--- config.mk ---
export PLATFORM = sky130hd
export DESIGN_NAME = i_fetch
export DESIGN_NICKNAME = d
export VERILOG_FILES = /design/src/rtl/rv32i_types.sv /design/src/rtl/i_fetch.sv
export SDC_FILE = /design/constraint.sdc
export NUM_CORES = 1
export LEC_CHECK = 0
export BUFFER_PORTS_ARGS = -buffer_cell sky130_fd_sc_hd__buf_4
export CORE_UTILIZATION = 55
export DETAILED_ROUTE_END_ITERATION = 7
export GPL_ROUTABILITY_DRIVEN = 0
export GPL_TIMING_DRIVEN = 0
export PLACE_DENSITY = 0.81
export SYNTH_ARGS = -nofsm -noshare
export SYNTH_HDL_FRONTEND = slang
export SYNTH_SLANG_ARGS = --single-unit
--- constraint.sdc ---
create_clock -name clk -period 2.3 [get_ports clk]
set_input_delay 0.23 -clock clk [delete_from_list [all_inputs] [get_ports clk]]
set_output_delay 0.23 -clock clk [all_outputs]
set_load 0.02 [all_outputs]
--- src/rtl/rv32i_types.sv ---
`default_nettype none
// ============================================================================
// Package     : rv32i_types
// Description : Shared RV32I pipeline types and constants (fetch stage subset)
// Revision    : 1.0 - initial release
// ============================================================================
package rv32i_types;

    // Fetch-stage controller states
    typedef enum logic [1:0] {
        IDLE    = 2'd0,
        FETCH   = 2'd1,
        HOLD    = 2'd2,
        DISCARD = 2'd3
    } fetch_state_t;

    localparam logic [31:0] RESET_PC_DEFAULT = 32'h4000_0060;
    localparam logic [31:0] NOP_INSTR        = 32'h0000_0013;   // addi x0,x0,0

endpackage
`default_nettype wire

--- src/rtl/i_fetch.sv ---
`default_nettype none
// ============================================================================
// Module      : i_fetch
// Description : RV32I instruction-fetch stage. Owns the PC, runs the
//               instruction-memory request/response handshake and holds the
//               IF/ID pipeline register. Handles decode stalls and EX redirects.
// Revision    : 1.0 - initial release
// ============================================================================
module i_fetch
    import rv32i_types::*;
#(
    parameter logic [31:0] RESET_PC  = RESET_PC_DEFAULT,
    parameter logic [31:0] NOP_INSTR = rv32i_types::NOP_INSTR
) (
    input  logic        clk,
    input  logic        rst,            // asynchronous, active-low
    input  logic        stall,
    input  logic        redirect,
    input  logic [31:0] redirect_pc,
    output logic        imem_read,
    output logic [31:0] imem_address,
    input  logic [31:0] imem_rdata,
    input  logic        imem_resp,
    output logic        if_valid,
    output logic [31:0] if_pc,
    output logic [31:0] if_instr
);

    fetch_state_t state_q, state_d;
    logic [31:0]  pc_q, pc_d;
    logic [31:0]  stale_q, stale_d;      // address of a request being discarded
    logic [31:0]  hold_q, hold_d;        // instruction parked while ID stalls
    logic         if_valid_q, if_valid_d;
    logic [31:0]  if_pc_q, if_pc_d;
    logic [31:0]  if_instr_q, if_instr_d;

    logic [31:0]  w_pc_plus4;

    assign w_pc_plus4 = pc_q + 32'd4;    // 32-bit modulo, wraps to 0

    // A discarded request keeps its original address until its response arrives
    assign imem_read    = (state_q == FETCH) || (state_q == DISCARD);
    assign imem_address = (state_q == DISCARD) ? stale_q : pc_q;

    assign if_valid = if_valid_q;
    assign if_pc    = if_pc_q;
    assign if_instr = if_instr_q;

    // Next-state logic: redirect outranks stall and response in every state
    always_comb begin
        state_d    = state_q;
        pc_d       = pc_q;
        stale_d    = stale_q;
        hold_d     = hold_q;
        if_valid_d = if_valid_q;
        if_pc_d    = if_pc_q;
        if_instr_d = if_instr_q;

        if (redirect) begin
            if_valid_d = 1'b0;
            pc_d       = redirect_pc;
        end

        case (state_q)
            IDLE: begin
                state_d = FETCH;
            end
            FETCH: begin
                if (redirect) begin
                    // Without a response the request is still in flight and
                    // must be finished at its old address, data thrown away.
                    if (!imem_resp) begin
                        stale_d = pc_q;
                        state_d = DISCARD;
                    end
                end else if (imem_resp && !stall) begin
                    if_valid_d = 1'b1;
                    if_pc_d    = pc_q;
                    if_instr_d = imem_rdata;
                    pc_d       = w_pc_plus4;
                end else if (imem_resp) begin
                    hold_d  = imem_rdata;
                    state_d = HOLD;
                end else if (!stall) begin
                    if_valid_d = 1'b0;
                end
            end
            HOLD: begin
                if (redirect) begin
                    state_d = FETCH;
                end else if (!stall) begin
                    if_valid_d = 1'b1;
                    if_pc_d    = pc_q;
                    if_instr_d = hold_q;
                    pc_d       = w_pc_plus4;
                    state_d    = FETCH;
                end
            end
            DISCARD: begin
                if (imem_resp) begin
                    state_d = FETCH;
                end
            end
            default: begin
                state_d = IDLE;
            end
        endcase
    end

    // State, PC, side buffers and IF/ID register
    always_ff @(posedge clk or negedge rst) begin
        if (!rst) begin
            state_q    <= IDLE;
            pc_q       <= RESET_PC;
            stale_q    <= 32'd0;
            hold_q     <= NOP_INSTR;
            if_valid_q <= 1'b0;
            if_pc_q    <= 32'd0;
            if_instr_q <= NOP_INSTR;
        end else begin
            state_q    <= state_d;
            pc_q       <= pc_d;
            stale_q    <= stale_d;
            hold_q     <= hold_d;
            if_valid_q <= if_valid_d;
            if_pc_q    <= if_pc_d;
            if_instr_q <= if_instr_d;
        end
    end

endmodule
`default_nettype wire

=== Yosys cells after proc, flatten, opt, wreduce, memory -nomap -nowiden ===
Index checks and enable logic that the tools add are counted.

* Add/subtract/negate cells: 1
* Reductions and logical operators: 9
* Bitwise gates (word level): 3
* Equality and inequality tests: 12
* Muxes and demuxes: 33

{| class="wikitable"
|+ Operator list
! cell !! count
|-
| $mux W32 || 14
|-
| $pmux W32 S2 || 3
|-
| $add A32 B3 Y32 const B || 1
|-
| $mux W2 || 7
|-
| $ne A3 B3 Y1 const B || 4
|-
| $reduce_and A5 Y1 || 2
|-
| $ne A2 B2 Y1 const B || 4
|-
| $pmux W2 S4 || 1
|-
| $mux W1 || 7
|-
| $eq A2 B2 Y1 const B || 2
|-
| $reduce_and A4 Y1 || 1
|-
| $not A1 Y1 || 3
|-
| $reduce_and A3 Y1 || 1
|-
| $eq A2 B1 Y1 const B || 1
|-
| $logic_not A2 Y1 || 1
|-
| $ne A2 B1 Y1 const B || 1
|-
| $pmux W1 S2 || 1
|-
| $reduce_bool A2 Y1 || 1
|-
| $logic_and A1 B1 Y1 || 1
|-
| $logic_not A1 Y1 || 1
|-
| $logic_or A1 B1 Y1 || 1
|}

* Word-level logic and storage cells: 65
* Output and inout port bits: 98
* Flip-flop bits (word level): 163
* Input port bits: 69

=== Logic depth before layout (Yosys ltp) ===
Gate-level depths: netlist of the first run.

* Depth in word-level cells: 6
* Depth in mapped cells: 10
* Mapped depth without buffers: 7

=== Worst setup path after synthesis of the first run ===
No wires, ideal clock.

* Path type: reg-to-reg
* Start: register state_q[0]
* End: register pc_q[24]
* Path buffers: 1
* Cell stages (with the launch flop): 8
* Period minus slack after synthesis: 1.979 ns
* Library setup time: 0.132 ns
* Slack: 0.321 ns
* Data required time: 2.168 ns
* Data arrival time: 1.847 ns
* Cells stage by stage: dfrtp_1 > ha_1 > buf_2 > nor2b_1 > o32a_1 > nor2_1 > o21ai_0 > or3b_1

* Longest elaborated chain between the ends: 2
* Elaborated cells on any way between the ends: 3
* Those cells by class: 2 x eq/ne; 1 x mux

{| class="wikitable"
|+ Ends and longest elaborated chain
! item !! RTL line !! text
|-
| from (decl) || i_fetch.sv:29 || <nowiki>fetch_state_t state_q, state_d;</nowiki>
|-
| from (signal assigned) || i_fetch.sv:121 || <nowiki>state_q <= state_d;</nowiki>
|-
| $eq A2 B2 Y1 / $eq A2 B1 Y1 (equally long branches) || i_fetch.sv:64 || <nowiki>case (state_q)</nowiki>
|-
| $pmux W32 S2 * || i_fetch.sv:64 ||
|-
| named net pc_d[24] || i_fetch.sv:30 || <nowiki>logic [31:0] pc_q, pc_d;</nowiki>
|-
| to (signal assigned) || i_fetch.sv:122 || <nowiki>pc_q <= pc_d;</nowiki>
|-
| to (decl) || i_fetch.sv:30 ||
|}

Mark *: on every way through the listed nets, which the timed path passes. The rest lies on a longest branch.
A chain may end at the register's enable or synchronous reset.

=== Worst setup path after layout of the first run ===
* Start: register state_q[1]
* End: output imem_address[6]

* Longest elaborated chain between the ends: 2

{| class="wikitable"
|+ Ends and longest elaborated chain
! item !! RTL line !! text
|-
| $eq A2 B2 Y1 || i_fetch.sv:43 || <nowiki>assign imem_address = (state_q == DISCARD) ? stale_q : pc_q;</nowiki>
|-
| $mux W32 || i_fetch.sv:43 ||
|-
| to (decl) || i_fetch.sv:21 || <nowiki>output logic [31:0] imem_address,</nowiki>
|}

No other way between the ends.

==> run metrics, run 1 <==
Crit Path Max Fanout 10; ys flop type dfrtp_1; slew at the pin closest to its max-slew limit 0.774 ns; FF+latch count, synth 163; Post-synth EDFFs 0; root buffer cell clkbuf_16; buffers plus inverters on the worst setup path 2; ANT nets after route 0; most common cell after layout, fill and taps aside buf_4; Total Power 14.9 mW; post-synthesis mux area share 0.245; P_leak 4.55 nW; Layout Nets 904; Crit. End Element primary output; via-per-instance ratio 5.86; Sink Count 163; post-synthesis compound-gate area fraction 0.0795; minimum clock period 2.26 ns; clk_lat worst skew 0.44 ns; share of cells above drive strength 1 0.460; Syn Nets 715; Top delay family on crit path buffers and inverters; switch share 0.384; Critical Path RT 2.07 ns; max_cap viols 0; CTS H-tree lvls 4; clock skew 0.00789 ns; share of flip-flops with an asynchronous set or reset 1.00; PortBufs 164; Core Box Area 13500 µm²; Residual DRC 0; clock network power share 0.188; combinational share of power 0.462; multi-input combinational cell area 3410 µm²; Max-Slew Margin vs Limit 0.484; initial antenna violation count 1; Max Clock Freq 443 MHz; crit-path max cell delay 0.40 ns; Setup violations, final 0; CTS tree done; Die H 120 µm; initial core utilization 0.572; Fillers 948; utilization after layout 0.738; Adder-Cell Fraction of Synth Area 0.00650; GRT Residual Overflow 0; Sw Pwr 5.74 mW; CTS clk-pin slew, worst paths 0.06 ns; Final Max Slew Viols 0; Yosys cell types 53; flip-flop and latch area 4090 µm²; Tot GR Track Use 0.283; die width 120 µm; drt wl/cell 19.3 µm; vias in the first global route 6077; XOR/XNOR Fraction of Synth Area 0.0137; cells along the critical path ha_2, clkbuf_4, mux2_2, buf_4; period utilization 0.982; worst hold-check path type in -> reg; register area share after synthesis 0.531; final hold vios 0; Post-Place Setup Slack -0.427 ns; Mean Syn Cell Area 12.0 µm²; CTS Buffer Depth 2; largest family of logic cells by synthesized area multiplexers; CTS buffer count 17; DRT iter0 DRCs 562; yosys synthesis warning count 0; Ant. Diodes 0; worst path arrival time 2.03 ns; Worst Setup Start Kind flip-flop; 1st-pass router iterations 5; worst vdd ir 0.728 mV; dpl hpwl 13600 µm; largest net degree at the start of global routing 86; I/O pin count 167; area delta synth->final 29.0%; RSZ-0062 raised after global routing yes; Pint 9.20 mW; Power Density 1510 nW/µm²; Synth Area in Simple Gates 0.0879; Seq pwr share 0.350; first-pass GRT wire length 31200 µm; Gate Count Post-Synth 642; Worst path slowest cell dfrtp_1; run status complete, no violations; DRT Wirelength 19700 µm; commonest cells after routing, fill and taps aside buf_4 (172), dfrtp_1 (153), mux2_2 (124), mux2i_1 (48), nor2_1 (44); kind of critical path reg -> out; die area 14500 µm²; final worst slack 0.0418 ns; detailed-route via count 5978; Post-Syn Area 7700 µm²; Core Rows 42
==> through the flow <==
stage | setup TNS, ns | std cells | instance area, µm² | hold slack, ns
floorplan | 0 | 642 | 7700 | -0.0656
global placement | -1.72 | 982 | 9150 | 0.451
detailed placement | -3.23 | 983 | 9180 | 0.310
CTS | 0 | 1014 | 9820 | 0.00741
global route | -0.284 | 1020 | 9930 | 0.0123
finish | 0 | 1020 | 9930 | 0.0183
==> tightest hold or removal path, delay by kind of cell <==
| kind | cells | cell delay, ns |
|---|---|---|
| compound gates | 1 | 0.06 |
| buf+inv | 1 | 0.08 |
| simple gates | 1 | 0.04 |
==> path summary, 6_finish.rpt <==
| check | startpoint | end | slack (ns) | depth (start not counted) |
|---|---|---|---|---|
| max | state_q[1]$_DFFE_PN0P_ | imem_address[6] | 0.04 | 4 |
| min | redirect_pc[21] | pc_q[21]$_DFF_PN0_ | 0.02 | 3 |
| max reg2reg | state_q[0]$_DFFE_PN0P_ | pc_q[7]$_DFF_PN0_ | 0.08 | 9 |
| min reg2reg | stale_q[14]$_DFFE_PN0P_ | stale_q[14]$_DFFE_PN0P_ | 0.50 | 2 |
| max in group asynchronous | rst | if_instr[0]$_DFFE_PN1P_ | 1.02 | 3 |
| min in group asynchronous | rst | stale_q[27]$_DFFE_PN0P_ | 0.39 | 2 |
==> flip-flops by register name, summed over array words and instances (netlist names) <==
| register | flops |
|---|---|
| pc_q | 32 |
| hold_q | 32 |
| state_q | 2 |
| if_pc | 32 |
| stale_q | 32 |
| if_instr | 32 |
| if_valid | 1 |
==> cell families (layout without fill, tap and decap cells) <==
kind of cell,Yosys count,after routing
multiplexers,173,173
AO/OA/AOI/OAI,100,100
AND/OR/NAND/NOR,135,135
XOR/XNOR,12,12
buffers and inverters,55,257
flip-flops,163,163
adder cells (fa/ha/maj),4,4
==> timing repair <==
| action | CTS | global route |
|---|---|---|
| gates resized for setup | 13 | 26 |
| hold buffers | 1 | 0 |
| cloned | 0 | 0 |
| setup endpoints to repair | 107 | 102 |
| hold endpoints to repair | 76 | 0 |
| buffers inserted | 0 | 6 |
| pin swaps | 0 | 2 |
==> routing by layer <==
metal,track usage,part of all wire,vias to the layer above
met3,0.0708,0.060,51
met5,0,0.00066,-
met4,0.113,0.029,2
li1,-,-,2705
met1,0.358,0.41,2986
met2,0.468,0.50,234
==> synthesized netlist by cell type, types with 2 or more instances <==
library cell | count | area (µm²)
a21oi_1 | 41 | 205
a221o_1 | 5 | 50.1
a22oi_1 | 2 | 15.0
a31oi_1 | 2 | 12.5
and2_1 | 2 | 12.5
and3_1 | 4 | 25.0
buf_1 | 2 | 7.51
buf_2 | 21 | 105
buf_4 | 3 | 22.5
buf_6 | 4 | 45.0
clkbuf_1 | 16 | 60.1
clkbuf_2 | 3 | 15.0
dfrtp_1 | 154 | 3850
dfstp_2 | 9 | 236
ha_1 | 4 | 50.1
inv_1 | 6 | 22.5
mux2_2 | 124 | 1400
mux2i_1 | 49 | 490
nand2_1 | 28 | 105
nand2b_1 | 4 | 25.0
nand3_1 | 15 | 75.1
nand4_1 | 11 | 68.8
nor2_1 | 45 | 169
nor2b_1 | 2 | 12.5
nor3_1 | 8 | 40.0
nor4_1 | 4 | 25.0
nor4_2 | 3 | 37.5
o211ai_1 | 2 | 15.0
o21ai_0 | 19 | 95.1
o21ai_1 | 2 | 10.0
o22a_1 | 2 | 17.5
o22ai_1 | 13 | 81.3
o311ai_1 | 3 | 26.3
xor2_1 | 11 | 96.3
==> power groups by stage <==
stage / combinational, mW / clock [mW] / sequential [mW]
after detailed placement: 6.60 / 0 / 5.24
after global placement: 6.41 / 0 / 5.12
after floorplan: 3.56 / 0 / 5.66
after global routing: 7.37 / 2.95 / 5.40
final: 6.91 / 2.80 / 5.23
after CTS: 6.73 / 2.83 / 5.21
==> area by class of cell <==
type / count / share of cell area
plain buffers: 47 / 0.0282
inverters: 6 / 0.00227
flip-flops and latches: 163 / 0.412
clock inverters: 8 / 0.0102
repair buffers: 172 / 0.133
multi-input cells: 424 / 0.344
clock buffers: 24 / 0.0485
well taps: 176 / 0.0222
Note: power is estimated with default switching activity, not from simulation.
==> inputs of run 2 (changes only) <==
--- a/config.mk
+++ b/config.mk
@@ -7,8 +7,8 @@
 export LEC_CHECK = 0
-export BUFFER_PORTS_ARGS = -buffer_cell sky130_fd_sc_hd__buf_4
 export CORE_UTILIZATION = 55
 export DETAILED_ROUTE_END_ITERATION = 7
+export DONT_BUFFER_PORTS = 1
 export GPL_ROUTABILITY_DRIVEN = 0
 export GPL_TIMING_DRIVEN = 0
-export PLACE_DENSITY = 0.81
+export PLACE_DENSITY = 0.7
 export SYNTH_ARGS = -nofsm -noshare
==> constraint.sdc (replaced) <==
create_clock -name clk -period 2.48 [get_ports clk]
set_input_delay 0.744 -clock clk [delete_from_list [all_inputs] [get_ports clk]]
set_output_delay 0.744 -clock clk [all_outputs]
set_load 0.02 [all_outputs]
==> run 2 against run 1 <==
Effect of this change:
- first-iteration DRC count shrank 53%
- clock skew grew 0.0036 ns
- cell count decreased by 17%
- sequential share of layout area increased by 6.6 points
- utilization decreased by 10 points
- hold slack better by 0.0036 ns
==> run metrics, run 2 (synthesized netlist as in run 1, its figures left out) <==
run status complete, no violations; utilization after layout 0.636 (-0.102); Post-CTS Hold Buffers 0 (-1); CTS H-tree lvls 4 (unchanged); die width 120 µm (unchanged); DRT Wirelength 17900 µm (-9.1%); largest net degree at the start of global routing 164 (+91%); initial antenna violation count 0 (-1); PortBufs 0 (-100%); Max Clock Freq 415 MHz; area delta synth->final 11.1%; Residual DRC 0 (unchanged); Max-Slew Margin vs Limit 0.479 (-0.00522); DRT iter0 DRCs 265 (-53%); Total Power 12.1 mW (-19%); Core Rows 42 (unchanged); Core Box Area 13500 µm² (unchanged); Sink Count 163 (unchanged); CTS tree done; vias in the first global route 5338 (-12%); I/O pin count 167 (unchanged); Die H 120 µm (unchanged); RSZ-0062 raised after global routing yes; Crit Reg-Reg Endpoint pc_q[12]$_DFF_PN0_; Final Max Slew Viols 0 (unchanged); clock skew 0.0115 ns (+0.00358 ns); slew at the pin closest to its max-slew limit 0.781 ns (+0.00783 ns); setup TNS 0 ns (unchanged); Worst Setup Start Kind flip-flop; Critical Path RT 1.74 ns (-0.33 ns); commonest cells after routing, fill and taps aside dfrtp_1 (152), mux2_2 (124), mux2i_1 (49), nor2_1 (44), a21oi_1 (41); worst vdd ir 0.636 mV (-13%); drt wl/cell 21.0 µm (+9.0%); CTS clk-pin slew, worst paths 0.06 ns (about the same); first-pass GRT wire length 28700 µm (-8.2%); P_leak 3.70 nW (-19%); detailed-route via count 5196 (-13%); CTS Buffer Depth 2 (unchanged); die area 14500 µm² (unchanged); share of cells above drive strength 1 0.313 (-0.147); Tot GR Track Use 0.260 (-0.0234); 1st-pass router iterations 5 (unchanged); worst hold-check path type in -> async; Layout Nets 735 (-19%); initial core utilization 0.572 (unchanged); Placement Cell Area 7920 µm² (-14%); Crit Path Max Fanout 10 (unchanged); final hold vios 0 (unchanged); root buffer cell clkbuf_16; Power Density 1410 nW/µm² (-6.0%); Crit. End Element primary output; via-per-instance ratio 6.11 (+4.2%); Ant. Diodes 0 (unchanged); CTS buffer count 17 (unchanged); R2R depth 8 (-1); ANT nets after route 0 (unchanged); clk_lat worst skew 0.42 ns (-0.02 ns); reg2reg setup slack 0.14 ns (+0.06 ns); worst path arrival time 1.66 ns (-0.37 ns); Fin Hold WS 0.0219 ns (+0.00356 ns); minimum clock period 2.41 ns; dpl hpwl 12300 µm (-9.4%); period utilization 0.971; max_cap viols 0 (unchanged); post-route cell area 8550 µm² (-14%); FF-to-FF Start state_q[0]$_DFFE_PN0P_; most common cell after layout, fill and taps aside dfrtp_1; Setup violations, final 0 (unchanged); kind of critical path reg -> out; GRT Residual Overflow 0 (unchanged)
[run 2: cell count changes in the layout (fill, tap and decap cells not counted), moves of 4 or more]
| cell | delta |
|---|---|
| buf_2 | +5 |
| buf_4 | -167 |
| clkbuf_1 | +7 |
| clkbuf_4 | -7 |
| clkinv_2 | +4 |
[run 2: area by class of cell]
class                      count  area, µm²
sequential                   163       4090
clock inverter                 7       60.1
buffer                        48        283
fill                        1076       4900
timing repair buffer           2       15.0
multi-input combinational    424       3380
inverter                       6       22.5
clock buffer                  25        475
tap                          176        220
[run 2: worst max path at each step]
stage | cells after the start | from | slack, ns | endpoint
floorplan | 4 | state_q[0]$_DFFE_PN0P_ | 0.16 | imem_address[10]
global placement | 4 | state_q[1]$_DFFE_PN0P_ | -0.24 | imem_address[22]
detailed placement | 4 | state_q[0]$_DFFE_PN0P_ | -0.33 | imem_address[22]
CTS | 3 | state_q[1]$_DFFE_PN0P_ | 0.01 | imem_address[4]
global route | 8 | state_q[0]$_DFFE_PN0P_ | -0.02 | pc_q[8]$_DFF_PN0_
finish | 3 | state_q[1]$_DFFE_PN0P_ | 0.07 | imem_address[22]
[run 2: power by group]
group	leakage [nW]	total, mW	internal [mW]	switching [mW]
clock	0.269	2.42	1.42	0.996
sequential	1.99	5.55	3.96	1.59
combinational	1.43	4.13	1.86	2.27
[run 2: worst max-delay path, cell delays in order (launching register included)]
cell and delay (ns):
dfrtp_2 0.41, ha_4 0.21, clkbuf_8 0.20, mux2_2 0.41
[run 2: routing by layer]
layer | GRT usage | share of wire | vias to the layer above
met5 | 0 | 0 | -
met4 | 0.0980 | 0.019 | 0
met3 | 0.0774 | 0.075 | 27
met2 | 0.400 | 0.47 | 170
met1 | 0.348 | 0.43 | 2640
li1 | - | - | 2359
[run 2: through the flow]
stage | worst slack, ns | instances
2_1_floorplan | 0.159 | 642
3_3_place_gp | -0.238 | 818
3_5_place_dp | -0.326 | 818
4_1_cts | 0.0149 | 851
5_1_grt | -0.0232 | 851
6_report | 0.0728 | 851
[run 2: repair_timing]
| item | in CTS | in global routing |
|---|---|---|
| cloned | 0 | 0 |
| gates resized for setup | 16 | 8 |
| buffers inserted | 2 | 0 |
| pin swaps | 1 | 0 |
| endpoints found under the setup margin | 37 | 89 |
